<file path="config.mk">
export PLATFORM = sky130hd
export DESIGN_NAME = multicycle_control
export DESIGN_NICKNAME = d
export VERILOG_FILES = /design/src/rtl/control_pkg.sv /design/src/rtl/alu_decoder.sv /design/src/rtl/multicycle_control.sv
export SDC_FILE = /design/constraint.sdc
export NUM_CORES = 1
export LEC_CHECK = 0
export ABC_AREA = 1
export CORE_AREA = 3 3 40 42
export CTS_BUF_LIST = sky130_fd_sc_hd__clkbuf_4
export DETAILED_ROUTE_END_ITERATION = 6
export DIE_AREA = 0 0 43 45
export DONT_BUFFER_PORTS = 1
export PLACE_DENSITY_LB_ADDON = 0.15
export SLEW_MARGIN = 10
export SYNTH_ARGS = -nofsm -noshare
export SYNTH_HDL_FRONTEND = slang
export SYNTH_SLANG_ARGS = --single-unit
</file>
<file path="constraint.sdc">
create_clock -name clk -period 1.4 [get_ports clk]
set_clock_uncertainty 0.05 [all_clocks]
set_input_delay 0.21 -clock clk [delete_from_list [all_inputs] [get_ports clk]]
set_output_delay 0.21 -clock clk [all_outputs]
set_load 0.05 [all_outputs]
</file>
<file path="src/rtl/control_pkg.sv">
// Shared encodings for the multicycle RV32I control unit and ImmExt:
// opcodes, FSM states and every datapath select/control code.
package control_pkg;

   localparam logic [6:0] OP_LW  = 7'b0000011;
   localparam logic [6:0] OP_SW  = 7'b0100011;
   localparam logic [6:0] OP_R   = 7'b0110011;
   localparam logic [6:0] OP_I   = 7'b0010011;
   localparam logic [6:0] OP_BEQ = 7'b1100011;
   localparam logic [6:0] OP_JAL = 7'b1101111;
   localparam logic [6:0] OP_LUI = 7'b0110111;

   typedef enum logic [3:0] {
      S_FETCH,
      S_DECODE,
      S_MEMADR,
      S_MEMREAD,
      S_MEMWB,
      S_MEMWRITE,
      S_EXECUTER,
      S_EXECUTEI,
      S_ALUWB,
      S_BEQ,
      S_JAL,
      S_LUI
   } state_t;

   localparam logic [2:0] IMM_I = 3'b000;
   localparam logic [2:0] IMM_S = 3'b001;
   localparam logic [2:0] IMM_B = 3'b010;
   localparam logic [2:0] IMM_U = 3'b011;
   localparam logic [2:0] IMM_J = 3'b100;

   localparam logic [1:0] RES_ALUOUT = 2'b00;
   localparam logic [1:0] RES_DATA   = 2'b01;
   localparam logic [1:0] RES_ALU    = 2'b10;

   localparam logic [1:0] SRCA_PC    = 2'b00;
   localparam logic [1:0] SRCA_OLDPC = 2'b01;
   localparam logic [1:0] SRCA_RS1   = 2'b10;
   localparam logic [1:0] SRCA_ZERO  = 2'b11;

   localparam logic [1:0] SRCB_RS2  = 2'b00;
   localparam logic [1:0] SRCB_IMM  = 2'b01;
   localparam logic [1:0] SRCB_FOUR = 2'b10;

   localparam logic [2:0] ALU_ADD = 3'b000;
   localparam logic [2:0] ALU_SUB = 3'b001;
   localparam logic [2:0] ALU_AND = 3'b010;
   localparam logic [2:0] ALU_OR  = 3'b011;
   localparam logic [2:0] ALU_SLT = 3'b101;

   localparam logic [1:0] ALUOP_ADD   = 2'b00;
   localparam logic [1:0] ALUOP_SUB   = 2'b01;
   localparam logic [1:0] ALUOP_FUNCT = 2'b10;

   // Immediate format selected purely from the opcode; unknown opcodes fall back to I.
   function automatic logic [2:0] imm_src_of(input logic [6:0] op);
      logic [2:0] imm;
      case (op)
         OP_SW:   imm = IMM_S;
         OP_BEQ:  imm = IMM_B;
         OP_LUI:  imm = IMM_U;
         OP_JAL:  imm = IMM_J;
         default: imm = IMM_I;
      endcase
      return imm;
   endfunction

endpackage

</file>
<file path="src/rtl/alu_decoder.sv">
// Maps the FSM's coarse alu_op plus funct fields to the ALU operation code.
module alu_decoder
   import control_pkg::*;
(
   input  logic [1:0] alu_op,
   input  logic [2:0] funct3,
   input  logic       funct7b5,
   input  logic       op5,
   output logic [2:0] alu_control
);

   always_comb begin
      alu_control = ALU_ADD;
      case (alu_op)
         ALUOP_SUB: alu_control = ALU_SUB;
         ALUOP_FUNCT: begin
            case (funct3)
               // funct7b5 only means sub for register-register ops; addi ignores it
               3'b000:  alu_control = (op5 & funct7b5) ? ALU_SUB : ALU_ADD;
               3'b010:  alu_control = ALU_SLT;
               3'b110:  alu_control = ALU_OR;
               3'b111:  alu_control = ALU_AND;
               default: alu_control = ALU_ADD;
            endcase
         end
         default: alu_control = ALU_ADD;
      endcase
   end

endmodule

</file>
<file path="src/rtl/multicycle_control.sv">
// Moore FSM sequencing each RV32I instruction through the multicycle datapath,
// with memory-ready stalls on fetch, load and store.
module multicycle_control
   import control_pkg::*;
(
   input  logic        clk,
   input  logic        reset,
   input  logic [31:0] instruction,
   input  logic        zero,
   input  logic        mem_ready,
   output logic [2:0]  imm_src,
   output logic        pc_write,
   output logic        adr_src,
   output logic        mem_write,
   output logic        ir_write,
   output logic        reg_write,
   output logic [1:0]  result_src,
   output logic [1:0]  alu_src_a,
   output logic [1:0]  alu_src_b,
   output logic [2:0]  alu_control,
   output logic        illegal_instr
);

   state_t     state_reg;
   state_t     state_next;
   logic [6:0] op;
   logic [2:0] funct3;
   logic       funct7b5;
   logic [1:0] alu_op;
   logic       pc_update;
   logic       branch;
   logic       mem_write_s;
   logic       ir_write_s;
   logic       reg_write_s;
   logic       illegal_s;
   logic       unused_bits;

   assign op          = instruction[6:0];
   assign funct3      = instruction[14:12];
   assign funct7b5    = instruction[30];
   assign unused_bits = ^{instruction[31], instruction[29:15], instruction[11:7]};

   assign imm_src = imm_src_of(op);

   always_ff @(posedge clk or posedge reset) begin
      if (reset)
         state_reg <= S_FETCH;
      else
         state_reg <= state_next;
   end

   always_comb begin
      state_next  = state_reg;
      adr_src     = 1'b0;
      result_src  = RES_ALUOUT;
      alu_src_a   = SRCA_PC;
      alu_src_b   = SRCB_RS2;
      alu_op      = ALUOP_ADD;
      pc_update   = 1'b0;
      branch      = 1'b0;
      mem_write_s = 1'b0;
      ir_write_s  = 1'b0;
      reg_write_s = 1'b0;
      illegal_s   = 1'b0;

      case (state_reg)
         S_FETCH: begin
            alu_src_b  = SRCB_FOUR;
            result_src = RES_ALU;
            ir_write_s = mem_ready;
            pc_update  = mem_ready;
            if (mem_ready)
               state_next = S_DECODE;
         end
         S_DECODE: begin
            // ALUOut captures OldPC + imm so BEQ can redirect the PC from it
            alu_src_a = SRCA_OLDPC;
            alu_src_b = SRCB_IMM;
            case (op)
               OP_LW, OP_SW: state_next = S_MEMADR;
               OP_R:         state_next = S_EXECUTER;
               OP_I:         state_next = S_EXECUTEI;
               OP_BEQ:       state_next = S_BEQ;
               OP_JAL:       state_next = S_JAL;
               OP_LUI:       state_next = S_LUI;
               default: begin
                  state_next = S_FETCH;
                  illegal_s  = 1'b1;
               end
            endcase
         end
         S_MEMADR: begin
            alu_src_a  = SRCA_RS1;
            alu_src_b  = SRCB_IMM;
            state_next = (op == OP_SW) ? S_MEMWRITE : S_MEMREAD;
         end
         S_MEMREAD: begin
            adr_src = 1'b1;
            if (mem_ready)
               state_next = S_MEMWB;
         end
         S_MEMWB: begin
            result_src  = RES_DATA;
            reg_write_s = 1'b1;
            state_next  = S_FETCH;
         end
         S_MEMWRITE: begin
            adr_src     = 1'b1;
            mem_write_s = 1'b1;
            if (mem_ready)
               state_next = S_FETCH;
         end
         S_EXECUTER: begin
            alu_src_a  = SRCA_RS1;
            alu_op     = ALUOP_FUNCT;
            state_next = S_ALUWB;
         end
         S_EXECUTEI: begin
            alu_src_a  = SRCA_RS1;
            alu_src_b  = SRCB_IMM;
            alu_op     = ALUOP_FUNCT;
            state_next = S_ALUWB;
         end
         S_ALUWB: begin
            reg_write_s = 1'b1;
            state_next  = S_FETCH;
         end
         S_BEQ: begin
            alu_src_a  = SRCA_RS1;
            alu_op     = ALUOP_SUB;
            branch     = 1'b1;
            state_next = S_FETCH;
         end
         S_JAL: begin
            // PC <- ALUOut (branch target from DECODE); ALU forms OldPC + 4 for rd
            alu_src_a  = SRCA_OLDPC;
            alu_src_b  = SRCB_FOUR;
            pc_update  = 1'b1;
            state_next = S_ALUWB;
         end
         S_LUI: begin
            alu_src_a  = SRCA_ZERO;
            alu_src_b  = SRCB_IMM;
            state_next = S_ALUWB;
         end
         default: state_next = S_FETCH;
      endcase
   end

   alu_decoder u_alu_decoder (
      .alu_op      (alu_op),
      .funct3      (funct3),
      .funct7b5    (funct7b5),
      .op5         (op[5]),
      .alu_control (alu_control)
   );

   // Reset gates every enable so no write escapes between the reset edge and FETCH.
   assign pc_write      = ~reset & (pc_update | (branch & zero));
   assign mem_write     = ~reset & mem_write_s;
   assign ir_write      = ~reset & ir_write_s;
   assign reg_write     = ~reset & reg_write_s;
   assign illegal_instr = ~reset & illegal_s;

endmodule

</file>
==> flow_summary_export.csv, run 1 <==
group,metric,value,unit
clocking,numCtsBuffers,3,
logic_synthesis,muxShareOfSynthArea,0,%
logic_synthesis,yosysWarnings,0,
logic_synthesis,synth_top_family_by_area,"simple AND/OR/NAND/NOR gates",
logic_synthesis,syn_area_per_cell,5.34,µm²
placement,portBuffers,0,
logic_synthesis,synth_adder_area_share,4.15,%
run_status,tool.error,"[ERROR DPL-0038] Utilization greater than 100%, impossible to legalize",
placement,place_area,1210,µm²
clocking,ctsHtreeMaxLevel,1,
run_status,outcome,"did not finish",
run_status,haltStage,"clock tree synthesis (4_1_cts)",
clocking,ctsResizeCount,23,
logic_synthesis,syn-instance-count,113,
clocking,cts.sinks,4,
logic_synthesis,yosys.area_share.simple,56.4,%
logic_synthesis,synth-compound-area-share,7.88,%
clocking,ctsHoldBuffers,1,
floorplan,row_count,13,
floorplan,die_h,45,µm
logic_synthesis,synth_seq_cells,4,
clocking,postCtsSetupBuffers,4,
floorplan,die_w,43,µm
placement,place_hpwl,2380,µm
logic_synthesis,synth_cell_types,18,
floorplan,io_pins,54,
logic_synthesis,syn_nets,151,
clocking,clock_path_buffers,2,
logic_synthesis,synth_top_cells_by_area,"nand2_1 23%, dfrtp_1 17%, nor2_1 11%",
floorplan,initial_core_util,46.9,%
logic_synthesis,syn-cell-area,603,µm²
placement,place.gp.congestion,0.843,
clocking,cts_root_buf,"clkbuf_4",
logic_synthesis,yosysSeqAreaShare,16.6,%
placement,dp_slack,-0.294,ns
logic_synthesis,yosys.area.top_type,"nand2_1",
logic_synthesis,yosysTopAreaCellShare,23.0,%
logic_synthesis,synth_xor_area_share,0,%
==> through the flow <==
step / TNS, ns / util (%) / cells
floorplan: -1.74 / - / 113
global placement: -1.59 / 94.4 / 166
detailed placement: -2.53 / 94.4 / 166
==> cells in the mapped netlist <==
cell type,instances
o21ai_0,4
nand3_1,9
nor3_1,4
inv_2,5
nand4_1,1
o22ai_1,1
nor2_4,3
a21oi_1,3
inv_1,17
buf_4,1
dfrtp_1,4
nand2_2,1
a31oi_1,1
nor2_1,18
nand2_1,37
ha_1,2
nor2_2,1
nor3_4,1
==> cell families after synthesis <==
kind of cell	after synthesis
AND/OR/NAND/NOR	75
buffers and inverters	23
flip-flops	4
AO/OA/AOI/OAI	9
adder cells (fa/ha/maj)	2
==> run 2, diff against run 1 <==
Settings changed: CORE_AREA 3 3 40 42 to 3 3 64 66, CTS_BUF_LIST sky130_fd_sc_hd__clkbuf_4 to not set, DIE_AREA 0 0 43 45 to 0 0 67 69.
Clock period 1.4 ns to 1.8 ns, I/O delays scaled along.
==> run 2 against run 1 <==
Effect of this change:
- the flow now finishes, with violations (negative setup slack)
- synthesized cell count unchanged
- synthesized area unchanged
==> flow_summary_export.csv, run 2 <==
group,metric,value,unit
final_layout,fin_cells,203,
global_routing,grt_pass1_vias,924,
clocking,numCtsBuffers,3,
floorplan,die_w,67,µm
run_status,outcome,"finished, violations left",
worst_setup_path,crit_arrival,1.65,ns
worst_setup_path,worst_setup_path_end_kind,"primary output",
route,drtIter0Drc,11,
worst_setup_path,cp-start-kind,"flop",
final_layout,diodes,0,
logic_synthesis,syn-cell-area,603,µm²
sta,rsz0062_at_grt,"yes",
logic_synthesis,synth-compound-area-share,7.88,%
route,avgRoutedWirePerCell,10.6,µm
placement,place_hpwl,1720,µm
pwr,p_sw,1.07,mW
final_layout,final_cell_mix,"32 x nand2_1, 24 x buf_4, 11 x inv_1, 11 x nor2_4",
global_routing,grt_max_degree,7,
worst_setup_path,critical_path_class,"flop to primary output",
final_layout,area.growth.synth_to_final,114,%
placement,dp_slack,-0.108,ns
sta,relSlewSlack,69.1,%
placement,dp.cells,190,
worst_setup_path,cp_max_fo,4,
route,via_per_inst,4.10,
clocking,cts.sinks,4,
final_layout,final_common_cell,"nand2_1",
floorplan,row_count,22,
pwr,power_frac_clock,9.4,%
clocking,ctsHtreeMaxLevel,1,
clocking,clk_latency,0.21,ns
logic_synthesis,synth_top_cells_by_area,"nand2_1 23%, dfrtp_1 17%, nor2_1 11%",
global_routing,grt_pass1_wl,3840,µm
sta,fin_crit,1.97,ns
logic_synthesis,yosysWarnings,0,
logic_synthesis,syn-instance-count,113,
pwr,power_frac_seq,8.6,%
pwr,intPower,0.914,mW
final_layout,final_nets,195,
route,wl,2150,µm
logic_synthesis,yosys.area_share.simple,56.4,%
sta,setup_ws,-0.169,ns
worst_hold_path,holdCritPathClass,"primary input to flop",
pwr,max-vdd-ir-drop,1.05,mV
run,timing.max_cap.violations,0,
placement,place.gp.congestion,0.793,
logic_synthesis,synth_adder_area_share,4.15,%
logic_synthesis,synth_seq_cells,4,
logic_synthesis,yosys.area.top_type,"nand2_1",
clocking,clk_pin_slew,0.03,ns
pwr,power.density,1540,nW/µm²
floorplan,initial_core_util,16.6,%
logic_synthesis,synth_edf_count,0,
placement,portBuffers,0,
route,drt-pass1-iter-count,2,
logic_synthesis,synth_top_family_by_area,"simple AND/OR/NAND/NOR gates",
logic_synthesis,syn_nets,151,
sta,max_slew.worst_pin.slew,0.462,ns
global_routing,antenna_found_initial,0,
logic_synthesis,muxShareOfSynthArea,0,%
floorplan,die_h,69,µm
logic_synthesis,synth_common_cells,"37 x nand2_1, 18 x nor2_1, 17 x inv_1",
floorplan,io_pins,54,
clocking,cts_root_buf,"clkbuf_8",
global_routing,track_usage,10.2,%
sta,fin_crit_sh,109,%
logic_synthesis,yosysSeqAreaShare,16.6,%
sta,fmax,508,MHz
pwr,p_leak,0.618,nW
logic_synthesis,yosysMostFrequentCell,"nand2_1",
sta,finalSetupViolations,5,
floorplan,core,3630,µm²
final_layout,largest_reg_flops,4,
global_routing,overflow,0,
pwr,total_power,1.99,mW
floorplan,dieArea,4620,µm²
final_layout,fillers,400,
logic_synthesis,synth_xor_area_share,0,%
route,ant_nets,0,
sta,hold_viol,0,
logic_synthesis,syn_area_per_cell,5.34,µm²
logic_synthesis,ys.flop_type,"dfrtp_1",
logic_synthesis,yosysTopAreaCellShare,23.0,%
logic_synthesis,synth_cell_types,18,
worst_setup_path,required,1.48,ns
route,drc,0,
logic_synthesis,postSynth.asyncResetShare,100,%
clocking,cts_tree,"built",
route,num_vias,833,
pwr,swShare,54.0,%
sta,slew_viol_final,0,
pwr,comb_power_share,82.0,%
run_status,failed_checks,"negative setup slack",
final_layout,drive_above_1_share,54.8,%
clocking,clock_path_buffers,2,
-- run 2: cell counts after synthesis --
Identical to the previous run, type by type.
-- run 2: timing repair --
| item | CTS | global route |
|---|---|---|
| hold buffers | 1 | 0 |
| pin swaps | 13 | 13 |
| endpoints found under the hold margin | 4 | 0 |
| gates resized for setup | 29 | 17 |
| endpoints found under the setup margin | 8 | 13 |
| buffers inserted | 10 | 2 |
-- run 2: final cells by class --
type | count | area [µm²] | share of cell area, %
multi-input combinational | 86 | 587 | 45.4
timing repair buffer | 40 | 412 | 31.8
sequential | 4 | 104 | 8.03
inverter | 22 | 88.8 | 6.87
tap | 48 | 60.1 | 4.65
clock buffer | 3 | 41.3 | 3.19
-- run 2: critical path, cell delays in order (launching register included) --
cell and delay (ns):
dfrtp_2 0.43, nor2_4 0.13, inv_2 0.06, nor2_4 0.12, ha_4 0.17, nand4_1 0.16, a21oi_4 0.21, buf_12 0.15
-- run 2: worst paths after layout --
path | start | to | slack, ns | cells past startpoint
min | mem_ready | state_reg[2]$_DFFE_PP0P_ | 0.25 | 4
min in group asynchronous | reset | state_reg[0]$_DFFE_PP0P_ | 0.35 | 2
max in group asynchronous | reset | state_reg[2]$_DFFE_PP0P_ | 1.19 | 2
max | state_reg[3]$_DFFE_PP0P_ | alu_control[0] | -0.17 | 7
max reg2reg | state_reg[2]$_DFFE_PP0P_ | state_reg[0]$_DFFE_PP0P_ | 0.33 | 10
min reg2reg | state_reg[2]$_DFFE_PP0P_ | state_reg[2]$_DFFE_PP0P_ | 0.51 | 2
-- run 2: stage by stage --
step           hold slack (ns)  TNS, ns  cell area (µm²)  utilization, %
2_1_floorplan          0.00271   -0.199              659               -
3_3_place_gp            0.0459  -0.0643             1010            27.9
3_5_place_dp            0.0414   -0.131             1010            27.9
4_1_cts                  0.258   -0.663             1240            34.2
5_1_grt                  0.280   -0.911             1290            35.6
6_report                 0.254   -0.336             1290            35.6
-- run 2: kinds of logic after synthesis --
group / Yosys count
AND/OR/NAND/NOR: 75
buffers and inverters: 23
AO/OA/AOI/OAI: 9
flip-flops: 4
adder cells (fa/ha/maj): 2
-- run 2: layer usage --
layer  up-vias  routed length (µm)  track usage (%)
met5         -                   0                0
met4         0                   0             4.95
met1       386                 867             11.2
li1        435                   -                -
met3         0                  80             1.14
met2        12                1200             18.8
-- run 2: power by group through the flow --
stage	Clock (mW)	Combinational, mW	Sequential [mW]
6_report	0.186	1.63	0.170
5_1_grt	0.201	1.74	0.179
4_1_cts	0.191	1.60	0.163
3_5_place_dp	0	1.35	0.166
3_3_place_gp	0	1.35	0.167
2_1_floorplan	0	0.895	0.149
Power figures use the tool's default switching activity.
